**src/rtl/mips_pkg.sv**
```systemverilog
// Shared definitions for the MIPS pipeline: FSM encoding, default widths and
// the register-zero constant that never receives a writeback.
package mips_pkg;

  localparam int WIDTH_DEF  = 32;
  localparam int REG_AW_DEF = 5;
  localparam int REG_ZERO   = 0;

  typedef enum logic {
    IDLE   = 1'b0,
    ACCESS = 1'b1
  } mem_state_t;

endpackage

```
**src/rtl/wb_result_reg.sv**
```systemverilog
// W pipeline register: one-cycle write-enable pulse per retiring writer,
// address and data only reload when a write actually happens.
module wb_result_reg #(
  parameter int WIDTH  = 32,
  parameter int REG_AW = 5
) (
  input  logic              clk,
  input  logic              reset,
  input  logic              wb_en,
  input  logic [REG_AW-1:0] wb_addr,
  input  logic [WIDTH-1:0]  wb_data,
  output logic              reg_write_W,
  output logic [REG_AW-1:0] A3_W,
  output logic [WIDTH-1:0]  WD3_W
);

  always_ff @(posedge clk) begin
    if (reset) begin
      reg_write_W <= 1'b0;
      A3_W        <= '0;
      WD3_W       <= '0;
    end else begin
      reg_write_W <= wb_en;
      if (wb_en) begin
        A3_W  <= wb_addr;
        WD3_W <= wb_data;
      end
    end
  end

endmodule

```
**src/rtl/mem_wb_stage.sv**
```systemverilog
// Memory-access / writeback stage: drives a variable-latency data-memory
// handshake with a timeout, stalls upstream while waiting, feeds the W register.
module mem_wb_stage
  import mips_pkg::*;
#(
  parameter int WIDTH   = WIDTH_DEF,
  parameter int REG_AW  = REG_AW_DEF,
  parameter int TIMEOUT = 15
) (
  input  logic              clk,
  input  logic              reset,
  input  logic              valid_M,
  input  logic [WIDTH-1:0]  ALU_out_M,
  input  logic [WIDTH-1:0]  write_data_M,
  input  logic [REG_AW-1:0] write_reg_M,
  input  logic              reg_write_M,
  input  logic              mem_to_reg_M,
  input  logic              mem_write_M,
  input  logic [WIDTH-1:0]  mem_rdata,
  input  logic              mem_ack,
  output logic              mem_req,
  output logic              mem_we,
  output logic [WIDTH-1:0]  mem_addr,
  output logic [WIDTH-1:0]  mem_wdata,
  output logic              stall_M,
  output logic              reg_write_W,
  output logic [REG_AW-1:0] A3_W,
  output logic [WIDTH-1:0]  WD3_W,
  output logic              mem_err
);

  localparam int CW = $clog2(TIMEOUT + 1);
  localparam logic [CW-1:0] CNT_LAST = CW'(TIMEOUT - 1);
  localparam logic [CW-1:0] CNT_MAX  = {CW{1'b1}};
  localparam logic [REG_AW-1:0] R0   = REG_AW'(REG_ZERO);

  mem_state_t        state_reg, state_next;
  logic [CW-1:0]     cnt_reg, cnt_next;
  logic              req_reg, req_next;
  logic              we_reg, we_next;
  logic [WIDTH-1:0]  addr_reg, addr_next;
  logic [WIDTH-1:0]  wdata_reg, wdata_next;
  logic [REG_AW-1:0] wreg_reg, wreg_next;
  logic              rw_reg, rw_next;
  logic              err_reg, err_next;

  logic              mem_op;
  logic              wb_en;
  logic [REG_AW-1:0] wb_addr;
  logic [WIDTH-1:0]  wb_data;

  assign mem_op = valid_M & (mem_to_reg_M | mem_write_M);

  always_comb begin
    state_next = state_reg;
    cnt_next   = cnt_reg;
    req_next   = req_reg;
    we_next    = we_reg;
    addr_next  = addr_reg;
    wdata_next = wdata_reg;
    wreg_next  = wreg_reg;
    rw_next    = rw_reg;
    err_next   = err_reg;
    stall_M    = 1'b0;
    wb_en      = 1'b0;
    wb_addr    = write_reg_M;
    wb_data    = ALU_out_M;
    case (state_reg)
      IDLE: begin
        if (mem_op) begin
          stall_M    = 1'b1;
          state_next = ACCESS;
          cnt_next   = '0;
          req_next   = 1'b1;
          we_next    = mem_write_M;
          addr_next  = ALU_out_M;
          wdata_next = write_data_M;
          wreg_next  = write_reg_M;
          rw_next    = reg_write_M;
        end else begin
          wb_en = valid_M & reg_write_M & (write_reg_M != R0);
        end
      end
      ACCESS: begin
        // M-stage inputs are ignored here: upstream is holding the same op.
        stall_M = ~mem_ack & (cnt_reg != CNT_LAST);
        wb_addr = wreg_reg;
        wb_data = mem_rdata;
        if (mem_ack) begin
          state_next = IDLE;
          req_next   = 1'b0;
          wb_en      = ~we_reg & rw_reg & (wreg_reg != R0);
        end else if (cnt_reg == CNT_LAST) begin
          state_next = IDLE;
          req_next   = 1'b0;
          err_next   = 1'b1;
        end else if (cnt_reg != CNT_MAX) begin
          cnt_next = cnt_reg + CW'(1);
        end
      end
      default: state_next = IDLE;
    endcase
  end

  always_ff @(posedge clk) begin
    if (reset) begin
      state_reg <= IDLE;
      cnt_reg   <= '0;
      req_reg   <= 1'b0;
      we_reg    <= 1'b0;
      addr_reg  <= '0;
      wdata_reg <= '0;
      wreg_reg  <= '0;
      rw_reg    <= 1'b0;
      err_reg   <= 1'b0;
    end else begin
      state_reg <= state_next;
      cnt_reg   <= cnt_next;
      req_reg   <= req_next;
      we_reg    <= we_next;
      addr_reg  <= addr_next;
      wdata_reg <= wdata_next;
      wreg_reg  <= wreg_next;
      rw_reg    <= rw_next;
      err_reg   <= err_next;
    end
  end

  assign mem_req   = req_reg;
  assign mem_we    = we_reg;
  assign mem_addr  = addr_reg;
  assign mem_wdata = wdata_reg;
  assign mem_err   = err_reg;

  wb_result_reg #(
    .WIDTH  (WIDTH),
    .REG_AW (REG_AW)
  ) u_wb_result_reg (
    .clk         (clk),
    .reset       (reset),
    .wb_en       (wb_en),
    .wb_addr     (wb_addr),
    .wb_data     (wb_data),
    .reg_write_W (reg_write_W),
    .A3_W        (A3_W),
    .WD3_W       (WD3_W)
  );

endmodule

```
**config.mk**
```make
export PLATFORM = sky130hd
export DESIGN_NAME = mem_wb_stage
export DESIGN_NICKNAME = d
export VERILOG_FILES = /design/src/rtl/mips_pkg.sv /design/src/rtl/wb_result_reg.sv /design/src/rtl/mem_wb_stage.sv
export SDC_FILE = /design/constraint.sdc
export NUM_CORES = 1
export LEC_CHECK = 0
export ABC_AREA = 1
export BUFFER_PORTS_ARGS = -buffer_cell sky130_fd_sc_hd__buf_2
export CORE_MARGIN = 5
export CORE_UTILIZATION = 40
export CTS_CLUSTER_SIZE = 14
export DETAILED_ROUTE_END_ITERATION = 7
export PLACE_DENSITY_LB_ADDON = 0.05
export SETUP_SLACK_MARGIN = 0.05
export SLEW_MARGIN = 25
export SYNTH_ARGS = -nofsm -noshare
export SYNTH_HDL_FRONTEND = slang
export SYNTH_SLANG_ARGS = --single-unit
```
**constraint.sdc**
```tcl
create_clock -name clk -period 1.35 [get_ports clk]
set_clock_uncertainty 0.2 [all_clocks]
set_input_delay 0.0675 -clock clk [delete_from_list [all_inputs] [get_ports clk]]
set_output_delay 0.0675 -clock clk [all_outputs]
set_load 0.03 [all_outputs]
```
==> reports/metrics.yaml <==
setup_path:
  reg2reg_from: "state_reg"
  reg2reg_slack_ns: -0.25
  crit_top_cell: "nor2_4"
  end_kind: "flop"
  critPathSlowestCell: "dfxtp_4"
  crit_arrival_ns: 1.75
  critPathMaxStageDelay_ns: 0.35
  crit_type: "reg -> reg"
  crit_fanout: 46
  worst_setup_path_start_kind: "flop"
  cp_cell_sequence: "nor2_4, buf_6, inv_4, nor2_4, nand2_4, buf_12, nand3_1, nand2_1, nor2_1"
  cp.required_ns: 1.50
  crit_start: "state_reg"
global_route:
  overflow: 0
  grt_pass1_vias: 5913
  grt_max_degree: 47
  antenna_found_initial: 1
  grt_usage: 0.238
  grt_first_pass_wirelength_um: 28200
place:
  gp_congestion: 0.757
  portBuffers: 213
  dpl_worst_slack_ns: -0.111
  hpwl_um: 10600
  dp_cells: 1102
  dpl_cell_area_um2: 6450
power:
  ir_drop_uv: 776
  power.density_nw_per_um2: 1080
  p_int_mw: 7.40
  switchingPower_mw: 3.09
  p_seq_frac: 0.363
  p_sw_frac: 0.295
  power.clock.fraction: 0.383
  pwr-share-comb: 0.254
  p_leak_nw: 4.84
yosys:
  synthesis.area_um2: 5020
  synth.area.top_cells: "dfxtp_1, nand2_1, nor2_1, a21oi_1, o21ai_0"
  syn_area_per_cell_um2: 6.85
  synthDistinctLibCells: 21
  synth_top_area_frac: 0.462
  ys_seq_area_frac: 0.462
  synthCells: 734
  synth_area_leader_cell: "dfxtp_1"
  synth.yosys.warnings: 0
  syn-num-nets: 844
  yosys_register_bits: 116
outcome:
  violations: "negative hold slack, negative setup slack"
  outcome: "finished with violations"
hold_path:
  hp-start: "valid_M"
  hold_class: "in -> reg"
detailed_routing:
  vias: 6311
  viasPerCell: 4.95
  routedWlPerCell_um: 16.2
  dr.pass1.iters: 5
  final_antenna_net_count: 0
  drc: 0
  drt_wl_total_um: 20600
  detailedRoute.firstIterationViolations: 418
sta:
  fin_ws_ns: -0.255
  fin_crit_sh: 1.19
  fin_crit_ns: 1.60
  maxSlewViolCount: 0
  fmax_mhz: 623
  rsz0062_at_grt: "yes"
  tightest_slew_ns: 0.486
  slew_headroom: 0.676
  hold_ws_ns: -0.0239
  hold_violations: 1
  setup_viol: 115
layout:
  drive_gt1_frac: 0.462
  fin_area_um2: 9750
  finalNonFillerCells: 1274
  syn2layout_area_growth_pct: 93.9
  fin_nets: 1200
  fillCellCount: 809
clock_network:
  cts.sinks: 116
  cts_root_buf: "clkbuf_16"
  cts_max_level: 4
  clock_path_buffers: 2
  worst_skew_pair.late_latency_ns: 0.41
  clk_pin_slew_worst_paths_ns: 0.05
  cts_tree: "yes"
  cts_inserted_buffers: 17
floorplan:
  ios: 214
  coreArea_um2: 12500
  dieArea_um2: 14900
  dieWidth_um: 122
  rows: 41
  start_util: 0.403
  die_y_um: 122
flow_run:
  drv_cap: 0
[kinds of logic after synthesis]
family,after synthesis,synth area share
simple gates,380,0.308
compound gates,129,0.128
flops,116,0.462
buf+inv,106,0.0944
fa+ha+maj,2,0.00498
xor+xnor,1,0.00174
[power groups by stage]
| stage | sequential, mW | combinational (mW) | clock [mW] |
|---|---|---|---|
| 6_report | 3.81 | 2.66 | 4.02 |
| 5_1_grt | 3.83 | 2.83 | 4.25 |
| 4_1_cts | 3.75 | 2.12 | 4.10 |
| 3_5_place_dp | 3.82 | 1.61 | 0 |
| 3_3_place_gp | 3.81 | 1.59 | 0 |
| 2_1_floorplan | 4.19 | 0.647 | 0 |
[path summary, 6_finish.rpt]
kind,cells past startpoint,to
setup / recovery,9,u_wb_result_reg.WD3_W[7]
hold / removal,6,mem_we
setup reg to reg,9,u_wb_result_reg.WD3_W[7]
hold reg to reg,2,mem_addr[10]
[cells in the final DEF (no fill, tap or decap), types with 8 or more instances in the layout]
cell type	n
a21oi_1	29
a21oi_2	52
buf_12	19
buf_16	9
buf_2	198
buf_4	34
buf_6	8
clkbuf_16	27
dfxtp_1	112
dlygate4sd3_1	105
inv_1	49
nand2_1	156
nand2_2	22
nand2_4	41
nand3_1	28
nand3_2	13
nor2_1	81
nor2_2	16
nor2_4	16
o21ai_0	21
o21ai_2	23
[repair_timing]
action / 4_1_cts / 5_1_grt
endpoints found under the setup margin: 115 / 117
endpoints found under the hold margin: 112 / 4
setup buffers: 9 / 10
hold buffers: 104 / 1
resized for setup: 56 / 274
pin swaps: 6 / 60
gates cloned: 9 / 10
[metal layers]
metal | up-vias | global-route usage | part of all wire
li1 | 3030 | - | -
met1 | 2957 | 0.271 | 0.39
met2 | 267 | 0.414 | 0.51
met3 | 57 | 0.0812 | 0.076
met4 | 0 | 0.0896 | 0.027
met5 | - | 0 | 0
[synthesized netlist by cell type]
master	n
xnor2_1	1
nand2_1	219
ha_1	2
nor2_1	112
inv_1	51
buf_6	2
clkbuf_1	21
nand3b_1	1
buf_1	1
buf_2	16
nand4_1	2
buf_4	11
a21oi_1	82
dfxtp_1	116
nand3_1	34
nand3_2	10
clkinv_1	2
nor2_2	1
nor3_2	1
o21ai_0	47
inv_2	2
[worst max-delay path: cells and delay by family, from the launching register on]
family,cells,cell delay (ns)
buffers and inverters,3,0.35
flip-flops,1,0.35
AND/OR/NAND/NOR,6,0.62
[cell type report]
class | instances | area, um^2 | area share
Clock buffer | 24 | 503 | 0.0516
Clock inverter | 5 | 25.0 | 0.00257
Sequential cell | 116 | 2330 | 0.240
Multi-Input combinational cell | 512 | 3120 | 0.320
Timing Repair Buffer | 388 | 3310 | 0.339
Antenna cell | 2 | 5.00 | 0.000514
Inverter | 55 | 235 | 0.0241
Tap cell | 172 | 215 | 0.0221
[stage by stage]
| stage | util | TNS (ns) | total power [mW] |
|---|---|---|---|
| detailed placement | 0.518 | -3.66 | 5.43 |
| global route | 0.782 | -22.95 | 10.9 |
| finish | 0.782 | -16.05 | 10.5 |
| floorplan | - | -1.36 | 4.84 |
| CTS | 0.688 | -15.94 | 9.97 |
| global placement | 0.518 | -1.85 | 5.40 |
(Power assumes the default switching activity.)
